===== config.mk =====
export PLATFORM = sky130hd
export DESIGN_NAME = fault_recovery_ctrl
export DESIGN_NICKNAME = d
export VERILOG_FILES = /design/src/rtl/fault_pkg.sv /design/src/rtl/fault_recovery_ctrl_ack_timer.sv /design/src/rtl/fault_recovery_ctrl.sv
export SDC_FILE = /design/constraint.sdc
export NUM_CORES = 1
export LEC_CHECK = 0
export ABC_CLOCK_PERIOD_IN_PS = 1560
export CELL_PAD_IN_SITES_DETAIL_PLACEMENT = 0
export CELL_PAD_IN_SITES_GLOBAL_PLACEMENT = 2
export CORE_UTILIZATION = 21
export DETAILED_ROUTE_END_ITERATION = 6
export PLACE_DENSITY = 0.78
export REMOVE_ABC_BUFFERS = 1
export SYNTH_ARGS = -nofsm -noshare
export SYNTH_HDL_FRONTEND = slang
export SYNTH_SLANG_ARGS = --single-unit
export TNS_END_PERCENT = 10

===== constraint.sdc =====
create_clock -name clk -period 1.56 [get_ports clk]
set_input_delay 0.156 -clock clk [delete_from_list [all_inputs] [get_ports clk]]
set_output_delay 0.156 -clock clk [all_outputs]
set_load 0.01 [all_outputs]

===== src/rtl/fault_pkg.sv =====
// Shared definitions for the fault detect/recover path: FSM encoding,
// RISC-V major opcodes used by fault_detector, and log counter width.
package fault_pkg;

   typedef enum logic [2:0] {
      IDLE     = 3'd0,
      FLUSH    = 3'd1,
      WAIT_ACK = 3'd2,
      REPLAY   = 3'd3,
      HALT     = 3'd4
   } fault_state_e;

   localparam int FAULT_CNT_W = 16;

   localparam logic [6:0] OPC_LOAD   = 7'b0000011;
   localparam logic [6:0] OPC_STORE  = 7'b0100011;
   localparam logic [6:0] OPC_OP_IMM = 7'b0010011;
   localparam logic [6:0] OPC_OP     = 7'b0110011;
   localparam logic [6:0] OPC_BRANCH = 7'b1100011;
   localparam logic [6:0] OPC_JAL    = 7'b1101111;
   localparam logic [6:0] OPC_JALR   = 7'b1100111;
   localparam logic [6:0] OPC_LUI    = 7'b0110111;
   localparam logic [6:0] OPC_AUIPC  = 7'b0010111;
   localparam logic [6:0] OPC_SYSTEM = 7'b1110011;

endpackage


===== src/rtl/fault_recovery_ctrl_ack_timer.sv =====
// Down-counter bounding the wait for the pipeline's flush acknowledge.
// expired is high during the TIMEOUT-th cycle after start without an ack.
module ack_timer #(
   parameter int TIMEOUT = 8
) (
   input  logic clk,
   input  logic rst_n,
   input  logic start,
   input  logic ack,
   output logic expired
);

   localparam int CW = $clog2(TIMEOUT + 1);

   logic [CW-1:0] cnt;
   logic          running;

   assign expired = running && (cnt == '0);

   always_ff @(posedge clk) begin
      if (!rst_n) begin
         cnt     <= '0;
         running <= 1'b0;
      end else if (start) begin
         cnt     <= CW'(TIMEOUT - 1);
         running <= 1'b1;
      end else if (running) begin
         if (ack || expired) begin
            running <= 1'b0;
         end else begin
            cnt <= cnt - CW'(1);
         end
      end
   end

endmodule


===== src/rtl/fault_recovery_ctrl.sv =====
// Fault recovery sequencer: flush, wait for ack, replay from the faulting PC,
// or safe-halt after too many retries. Define FAULT_LOG_EN to add fault log outputs.
//
// state    | meaning
// IDLE     | normal execution, watching fault_detected
// FLUSH    | one-cycle pipeline flush pulse, fetch stalled
// WAIT_ACK | stalled, waiting for recover_ack or timeout
// REPLAY   | one-cycle redirect to saved_pc
// HALT     | safe halt until clear_halt
module fault_recovery_ctrl
   import fault_pkg::*;
#(
   parameter int PC_W        = 32,
   parameter int MAX_RETRY   = 2,
   parameter int ACK_TIMEOUT = 8
) (
   input  logic                               clk,
   input  logic                               rst_n,
   input  logic                               fault_detected,
   input  logic [PC_W-1:0]                    fault_pc,
   input  logic [6:0]                         fault_opcode,
   input  logic                               instr_retired,
   input  logic                               recover_ack,
   input  logic                               clear_halt,
   output logic                               stall,
   output logic                               flush,
   output logic                               redirect_valid,
   output logic [PC_W-1:0]                    redirect_pc,
   output logic                               halted,
   output logic [$clog2(MAX_RETRY+1)-1:0]     retry_cnt
`ifdef FAULT_LOG_EN
   ,
   output logic [FAULT_CNT_W-1:0]             fault_count,
   output logic [PC_W-1:0]                    last_fault_pc,
   output logic [6:0]                         last_fault_opcode
`endif
);

   localparam int RW = $clog2(MAX_RETRY + 1);
   localparam logic [RW-1:0] RETRY_LIMIT = RW'(MAX_RETRY);

   fault_state_e    state;
   logic [PC_W-1:0] saved_pc;
   logic            timer_start;
   logic            timer_expired;
   logic            fault_accept;

   assign timer_start  = (state == FLUSH);
   assign fault_accept = (state == IDLE) && fault_detected;
   assign redirect_pc  = saved_pc;

   ack_timer #(
      .TIMEOUT (ACK_TIMEOUT)
   ) u_ack_timer (
      .clk     (clk),
      .rst_n   (rst_n),
      .start   (timer_start),
      .ack     (recover_ack),
      .expired (timer_expired)
   );

   always_ff @(posedge clk) begin
      if (!rst_n) begin
         state          <= IDLE;
         retry_cnt      <= '0;
         saved_pc       <= '0;
         stall          <= 1'b0;
         flush          <= 1'b0;
         redirect_valid <= 1'b0;
         halted         <= 1'b0;
      end else begin
         flush          <= 1'b0;
         redirect_valid <= 1'b0;
         case (state)
            IDLE: begin
               if (fault_detected) begin
                  saved_pc <= fault_pc;
                  stall    <= 1'b1;
                  if (retry_cnt < RETRY_LIMIT) begin
                     retry_cnt <= retry_cnt + RW'(1);
                     flush     <= 1'b1;
                     state     <= FLUSH;
                  end else begin
                     halted <= 1'b1;
                     state  <= HALT;
                  end
               end else if (instr_retired) begin
                  retry_cnt <= '0;
               end
            end
            FLUSH: state <= WAIT_ACK;
            WAIT_ACK: begin
               // ack beats a timeout landing in the same cycle
               if (recover_ack) begin
                  redirect_valid <= 1'b1;
                  stall          <= 1'b0;
                  state          <= REPLAY;
               end else if (timer_expired) begin
                  halted <= 1'b1;
                  state  <= HALT;
               end
            end
            REPLAY: state <= IDLE;
            HALT: begin
               if (clear_halt) begin
                  retry_cnt <= '0;
                  halted    <= 1'b0;
                  stall     <= 1'b0;
                  state     <= IDLE;
               end
            end
            default: state <= IDLE;
         endcase
      end
   end

`ifdef FAULT_LOG_EN
   always_ff @(posedge clk) begin
      if (!rst_n) begin
         fault_count       <= '0;
         last_fault_pc     <= '0;
         last_fault_opcode <= '0;
      end else if (fault_accept) begin
         if (fault_count != '1) begin
            fault_count <= fault_count + FAULT_CNT_W'(1);
         end
         last_fault_pc     <= fault_pc;
         last_fault_opcode <= fault_opcode;
      end
   end
`else
   logic unused_log_inputs;
   assign unused_log_inputs = ^{fault_opcode, fault_accept};
`endif

endmodule


==> impl_metrics.ini, run 1 <==
[run_status]
status = completed

[clocking]
cts_hold_buf = 0
cts_buffers = 5
insertion_delay_ns = 0.30
htreeDepth = 2
clockBufferDepth = 2
post_cts_buffers = 0
clock-sinks = 46
clk_pin_slew_ns = 0.09
cts_tree = yes
root_buffer = clkbuf_8

[timing]
max_clock_freq_mhz = 654
finalSetupViolCount = 0
setup_slack_ns = 0.0298
post-route-period-util = 0.981
grt_setup_unrepaired = true
tightest_slew_ns = 0.421
slew_headroom = 0.716
finalHoldViolCount = 0
clock_skew_ns = 0.00892
fin_crit_ns = 1.53
timing.final.max_slew_violations = 0
tns_ns = 0

[placement]
gp_congestion = 0.724
io_buffers = 75
dp_slack_ns = -0.108
dp_hpwl_um = 3590
place_inst = 414
post_dp_cell_area_um2 = 2890

[floorplanning]
ioPinCount = 83
core_um2 = 8760
start_util = 0.219
die_h_um = 97.6
rows = 34
die_w_um = 97.6
die_area_um2 = 9520

[global_route]
grt_max_degree = 26
grt_pass1_wl_um = 8210
grt.total_usage = 0.105
grt_pass1_vias = 1669
top_usage_layer = met2
gr-total-overflow = 0
met1_usage = 0.146
grt_use_met2 = 0.161
grtUsageMet3 = 0.0237
antenna_found_initial = 0

[yosys]
synth_ff_type = dfxtp_1
synth_edf_count = 0
syn_avg_cell_area_um2 = 8.45
ys_top_cells_by_area = dfxtp_1, nand2_1, a21oi_1
ys_types = 40
synthArstFlopShare = 0
syn_area_um2 = 1920
synth_top_cell_area_share = 0.480
ys_ff_latch = 46
yosysSeqAreaShare = 0.480
yosys_warnings = 0
synth_top_cell_by_area = dfxtp_1
netlist_instances = 227

[worst_setup_path]
path_class = flop to flop
crit_family = simple AND/OR/NAND/NOR gates
crit_chain = buf_6 -> or3_4 -> or4_4 -> a211oi_2
crit_path_start_kind = flop
required_ns = 1.78
worstPathMaxFanout = 3
end_kind = flop
critPathMaxStageDelay_ns = 0.48
r2r_slack_ns = 0.03
slowest_stage = or4_4
cp.arrival_ns = 1.75
critPathBufInv = 1

[worst_hold_path]
min_path_type = input port to flop

[finish]
drive_above_1_share = 0.131
fin_area_um2 = 3000
nets = 359
final_cells = 421
num_antenna_cells = 0
syn_to_final_growth_pct = 56.6

[flow_run]
max_cap_viol_count = 0

[pwr]
power_density_nw_per_um2 = 1340
p_leak_nw = 1.12
peakVddDrop_mv = 0.573

[detailed_routing]
firstDrtPassIters = 4
drc_errors = 0
wl_per_cell_um = 11.8
drt-total-wl_um = 4960
vias = 1807
viasPerCell = 4.29
dr.first_iter.drc_count = 24
antenna_left = 0
final timing paths:
| path | cells after the start | start | end |
|---|---|---|---|
| worst min register to register | 2 | redirect_pc[31] | redirect_pc[31] |
| worst max register to register | 4 | u_ack_timer.cnt[0] | u_ack_timer.cnt[3] |
| worst min-delay path | 3 | fault_pc[2] | redirect_pc[2] |
| worst max-delay path | 4 | u_ack_timer.cnt[0] | u_ack_timer.cnt[3] |
placed cells by master, fill, tap and decap left out, types with 2 or more instances in the layout:
master	n
mux2i_1	2
o211ai_1	2
clkdlybuf4s50_1	75
nand3b_1	2
dfxtp_1	42
dfxtp_2	4
a21oi_1	36
o31a_1	2
buf_4	15
or4b_1	3
nor3_1	2
o21a_1	2
nand2_1	67
clkbuf_8	5
nor2b_1	3
buf_12	3
nand2b_1	3
inv_1	8
nor2_1	4
o21ai_0	4
Yosys cell counts (3+ instances only):
cell and count:
a21oi_1 36, buf_2 6, buf_6 4, clkbuf_1 6, dfxtp_1 46, inv_1 8, nand2_1 67, nand2b_1 3
nor2_1 4, nor2b_1 3, o21ai_0 4, or4b_1 3
state kept, by name, indices dropped and copies added (netlist names):
name / count
flush: 1
halted: 1
redirect_pc: 32
redirect_valid: 1
retry_cnt: 2
stall: 1
state: 3
u_ack_timer.cnt: 4
u_ack_timer.running: 1
layer usage:
layer | vias up | wire (µm)
met5 | - | 0
met4 | 0 | 42
met3 | 5 | 240
met2 | 48 | 2250
met1 | 813 | 2430
li1 | 941 | -
cell families after synthesis:
kind of cell	synth area share
buffers and inverters	0.0665
multiplexers	0.0104
adder cells (fa/ha/maj)	0.0130
flip-flops	0.480
AND/OR/NAND/NOR	0.252
AO/OA/AOI/OAI	0.178
metrics by stage:
stage          total power [mW]  hold slack [ns]   util
4_1_cts                    4.05            0.382  0.341
5_1_grt                    4.31            0.397  0.343
6_report                   4.02            0.396  0.343
3_3_place_gp               3.28            0.441  0.330
3_5_place_dp               3.29            0.447  0.330
2_1_floorplan              2.37            0.274      -
report_power, final:
part	internal (mW)	total (mW)	switching, mW
Clock	0.317	0.725	0.409
Combinational	0.935	1.73	0.796
Sequential	1.41	1.56	0.148
Total	2.66	4.02	1.35
worst min-delay path, cell delays in order:
cell and delay (ns):
clkdlybuf4s50_1 0.40, nand2_1 0.05, a21oi_1 0.05
area by class of cell:
| cell class | instances | area, µm² |
|---|---|---|
| tap | 108 | 135 |
| inverter | 8 | 30.0 |
| sequential | 46 | 926 |
| multi-input combinational | 157 | 892 |
| timing repair buffer | 94 | 935 |
| clock inverter | 2 | 13.8 |
| clock buffer | 6 | 72.6 |
| fill | 945 | 5760 |
timing repair:
item,4_1_cts,5_1_grt
endpoints found under the setup margin,3,4
gates cloned,0,0
pin swaps,3,2
resized for setup,4,6
No activity file was read; power rests on OpenSTA's default activity.
==> run 2, diff against run 1 <==
--- a/config.mk
+++ b/config.mk
@@ -5,12 +5,12 @@
 export SDC_FILE = /design/constraint.sdc
 export NUM_CORES = 1
 export LEC_CHECK = 0
-export ABC_CLOCK_PERIOD_IN_PS = 1560
+export ABC_CLOCK_PERIOD_IN_PS = 1600
 export CELL_PAD_IN_SITES_DETAIL_PLACEMENT = 0
 export CELL_PAD_IN_SITES_GLOBAL_PLACEMENT = 2
-export CORE_UTILIZATION = 21
+export CORE_UTILIZATION = 23
 export DETAILED_ROUTE_END_ITERATION = 6
-export PLACE_DENSITY = 0.78
+export PLACE_DENSITY = 0.81
 export REMOVE_ABC_BUFFERS = 1
 export SYNTH_ARGS = -nofsm -noshare
 export SYNTH_HDL_FRONTEND = slang
==> constraint.sdc (replaced) <==
create_clock -name clk -period 1.6 [get_ports clk]
set_input_delay 0.16 -clock clk [delete_from_list [all_inputs] [get_ports clk]]
set_output_delay 0.16 -clock clk [all_outputs]
set_load 0.01 [all_outputs]
==> run 2 against run 1 <==
Against the previous run:
- global-route usage grew 1.8 points
- critical path depth shrank 3
- clock power shrank 8.6%
- hold slack gained 0.013 ns
- first-iteration DRC count grew 38%
- core utilization grew 3.0 points
==> impl_metrics.ini, run 2 (synthesized netlist as in run 1, its figures left out) <==
[run_status]
status = completed

[worst_setup_path]
critPathMaxStageDelay_ns = 0.59
required_ns = 1.44
path_class = flop to primary output
r2r_slack_ns = 0.10
r2r_end = u_ack_timer.cnt[3]
end_kind = primary output
critPathBufInv = 1
crit_path_start_kind = flop
slowest_stage = clkdlybuf4s50_1
r2r_cells = 5
cp.arrival_ns = 1.36
endpoint = retry_cnt[1]
worstPathMaxFanout = 7
crit_chain = clkdlybuf4s50_1
r2r-start = u_ack_timer.cnt[0]
cp.depth = 1
cp-startpoint = retry_cnt[1]
crit_family = buffers and inverters

[finish]
fillCellCount = 852
fin_area_um2 = 2940
layout_common_cells = clkdlybuf4s50_1, nand2_1, dfxtp_1, a21oi_1, buf_4
ff_latch_area_um2 = 923
largest_reg_flops = 32
final_util = 0.373
multi_input_area_um2 = 888
layout_commonest_cell = clkdlybuf4s50_1
nets = 356
num_antenna_cells = 0
syn_to_final_growth_pct = 53.5
drive_above_1_share = 0.113

[clocking]
clock-sinks = 46
cts_buffers = 5
cts_tree = yes
root_buffer = clkbuf_8
clockBufferDepth = 2
htreeDepth = 2
clk_pin_slew_ns = 0.08
post_cts_buffers = 0
insertion_delay_ns = 0.29

[global_route]
grt_pass1_vias = 1756
grt_pass1_wl_um = 8490
grt_max_degree = 34
grt.total_usage = 0.123
antenna_found_initial = 0
gr-total-overflow = 0

[floorplanning]
start_util = 0.243
die_area_um2 = 8710
die_w_um = 93.3
rows = 32
core_um2 = 7890
ioPinCount = 83
die_h_um = 93.3

[detailed_routing]
firstDrtPassIters = 4
viasPerCell = 4.35
antenna_left = 0
vias = 1786
dr.first_iter.drc_count = 33
wl_per_cell_um = 12.3
drt-total-wl_um = 5070
drc_errors = 0

[timing]
slew_headroom = 0.712
fin_crit_ns = 1.52
grt_setup_unrepaired = false
finalHoldViolCount = 0
timing.final.max_slew_violations = 0
post-route-period-util = 0.952
clock_skew_ns = 0.00463
tns_ns = 0
tightest_slew_ns = 0.426
finalSetupViolCount = 0
max_clock_freq_mhz = 657

[pwr]
share_comb_of_total_power = 0.424
p_leak_nw = 1.10
pwr-share-clk = 0.175
p_int_mw = 2.51
power.total_mw = 3.79
switching_share = 0.337
p_switching_mw = 1.28
p_seq_frac = 0.401
power_density_nw_per_um2 = 1290
peakVddDrop_mv = 0.400

[flow_run]
max_cap_viol_count = 0

[placement]
io_buffers = 75
gp_congestion = 0.726
post_dp_cell_area_um2 = 2840
dp_hpwl_um = 3530

[worst_hold_path]
min_path_type = input port to flop
## run 2: layout make-up
| class | instances | area share |
|---|---|---|
| clock buffers | 5 | 0.0234 |
| clock inverters | 2 | 0.00340 |
| inverters | 8 | 0.0102 |
| multi-input cells | 157 | 0.302 |
| flip-flops and latches | 46 | 0.314 |
| well taps | 102 | 0.0433 |
| repair buffers | 91 | 0.304 |
## run 2: through the flow
step | std cells | hold slack (ns) | worst slack, ns
floorplan | 211 | 0.278 | -0.248
global placement | 404 | 0.442 | -0.0503
detailed placement | 404 | 0.446 | -0.0863
CTS | 411 | 0.396 | 0.00403
global route | 411 | 0.410 | 0.00269
finish | 411 | 0.408 | 0.0774
## run 2: worst min-delay path by stage
stage,from,to,slack (ns),cells after the start
floorplan,rst_n,u_ack_timer.running,0.28,1
global placement,redirect_pc[24],redirect_pc[24],0.44,2
detailed placement,redirect_pc[15],redirect_pc[15],0.45,2
CTS,fault_pc[29],redirect_pc[29],0.40,3
global route,fault_pc[9],redirect_pc[9],0.41,3
finish,fault_pc[29],redirect_pc[29],0.41,3
## run 2: power by group through the flow
| stage | clock, mW | sequential, mW | combinational, mW |
|---|---|---|---|
| 2_1_floorplan | 0 | 1.64 | 0.663 |
| 3_3_place_gp | 0 | 1.53 | 1.59 |
| 3_5_place_dp | 0 | 1.54 | 1.60 |
| 4_1_cts | 0.707 | 1.51 | 1.61 |
| 5_1_grt | 0.749 | 1.55 | 1.79 |
| 6_report | 0.663 | 1.52 | 1.61 |
## run 2: metal layers
metal  vias to the layer above  GRT usage  share of wire
met2                        62      0.188           0.41
li1                        935          -              -
met1                       784      0.167           0.50
met4                         0     0.0385          0.011
met3                         5     0.0325          0.076
met5                         -          0              0
## run 2: what timing repair did
action                                  in CTS  in global routing
pin swaps                                    0                  1
gates resized for setup                      1                  5
endpoints found under the setup margin       2                  2
hold buffers                                 0                  0
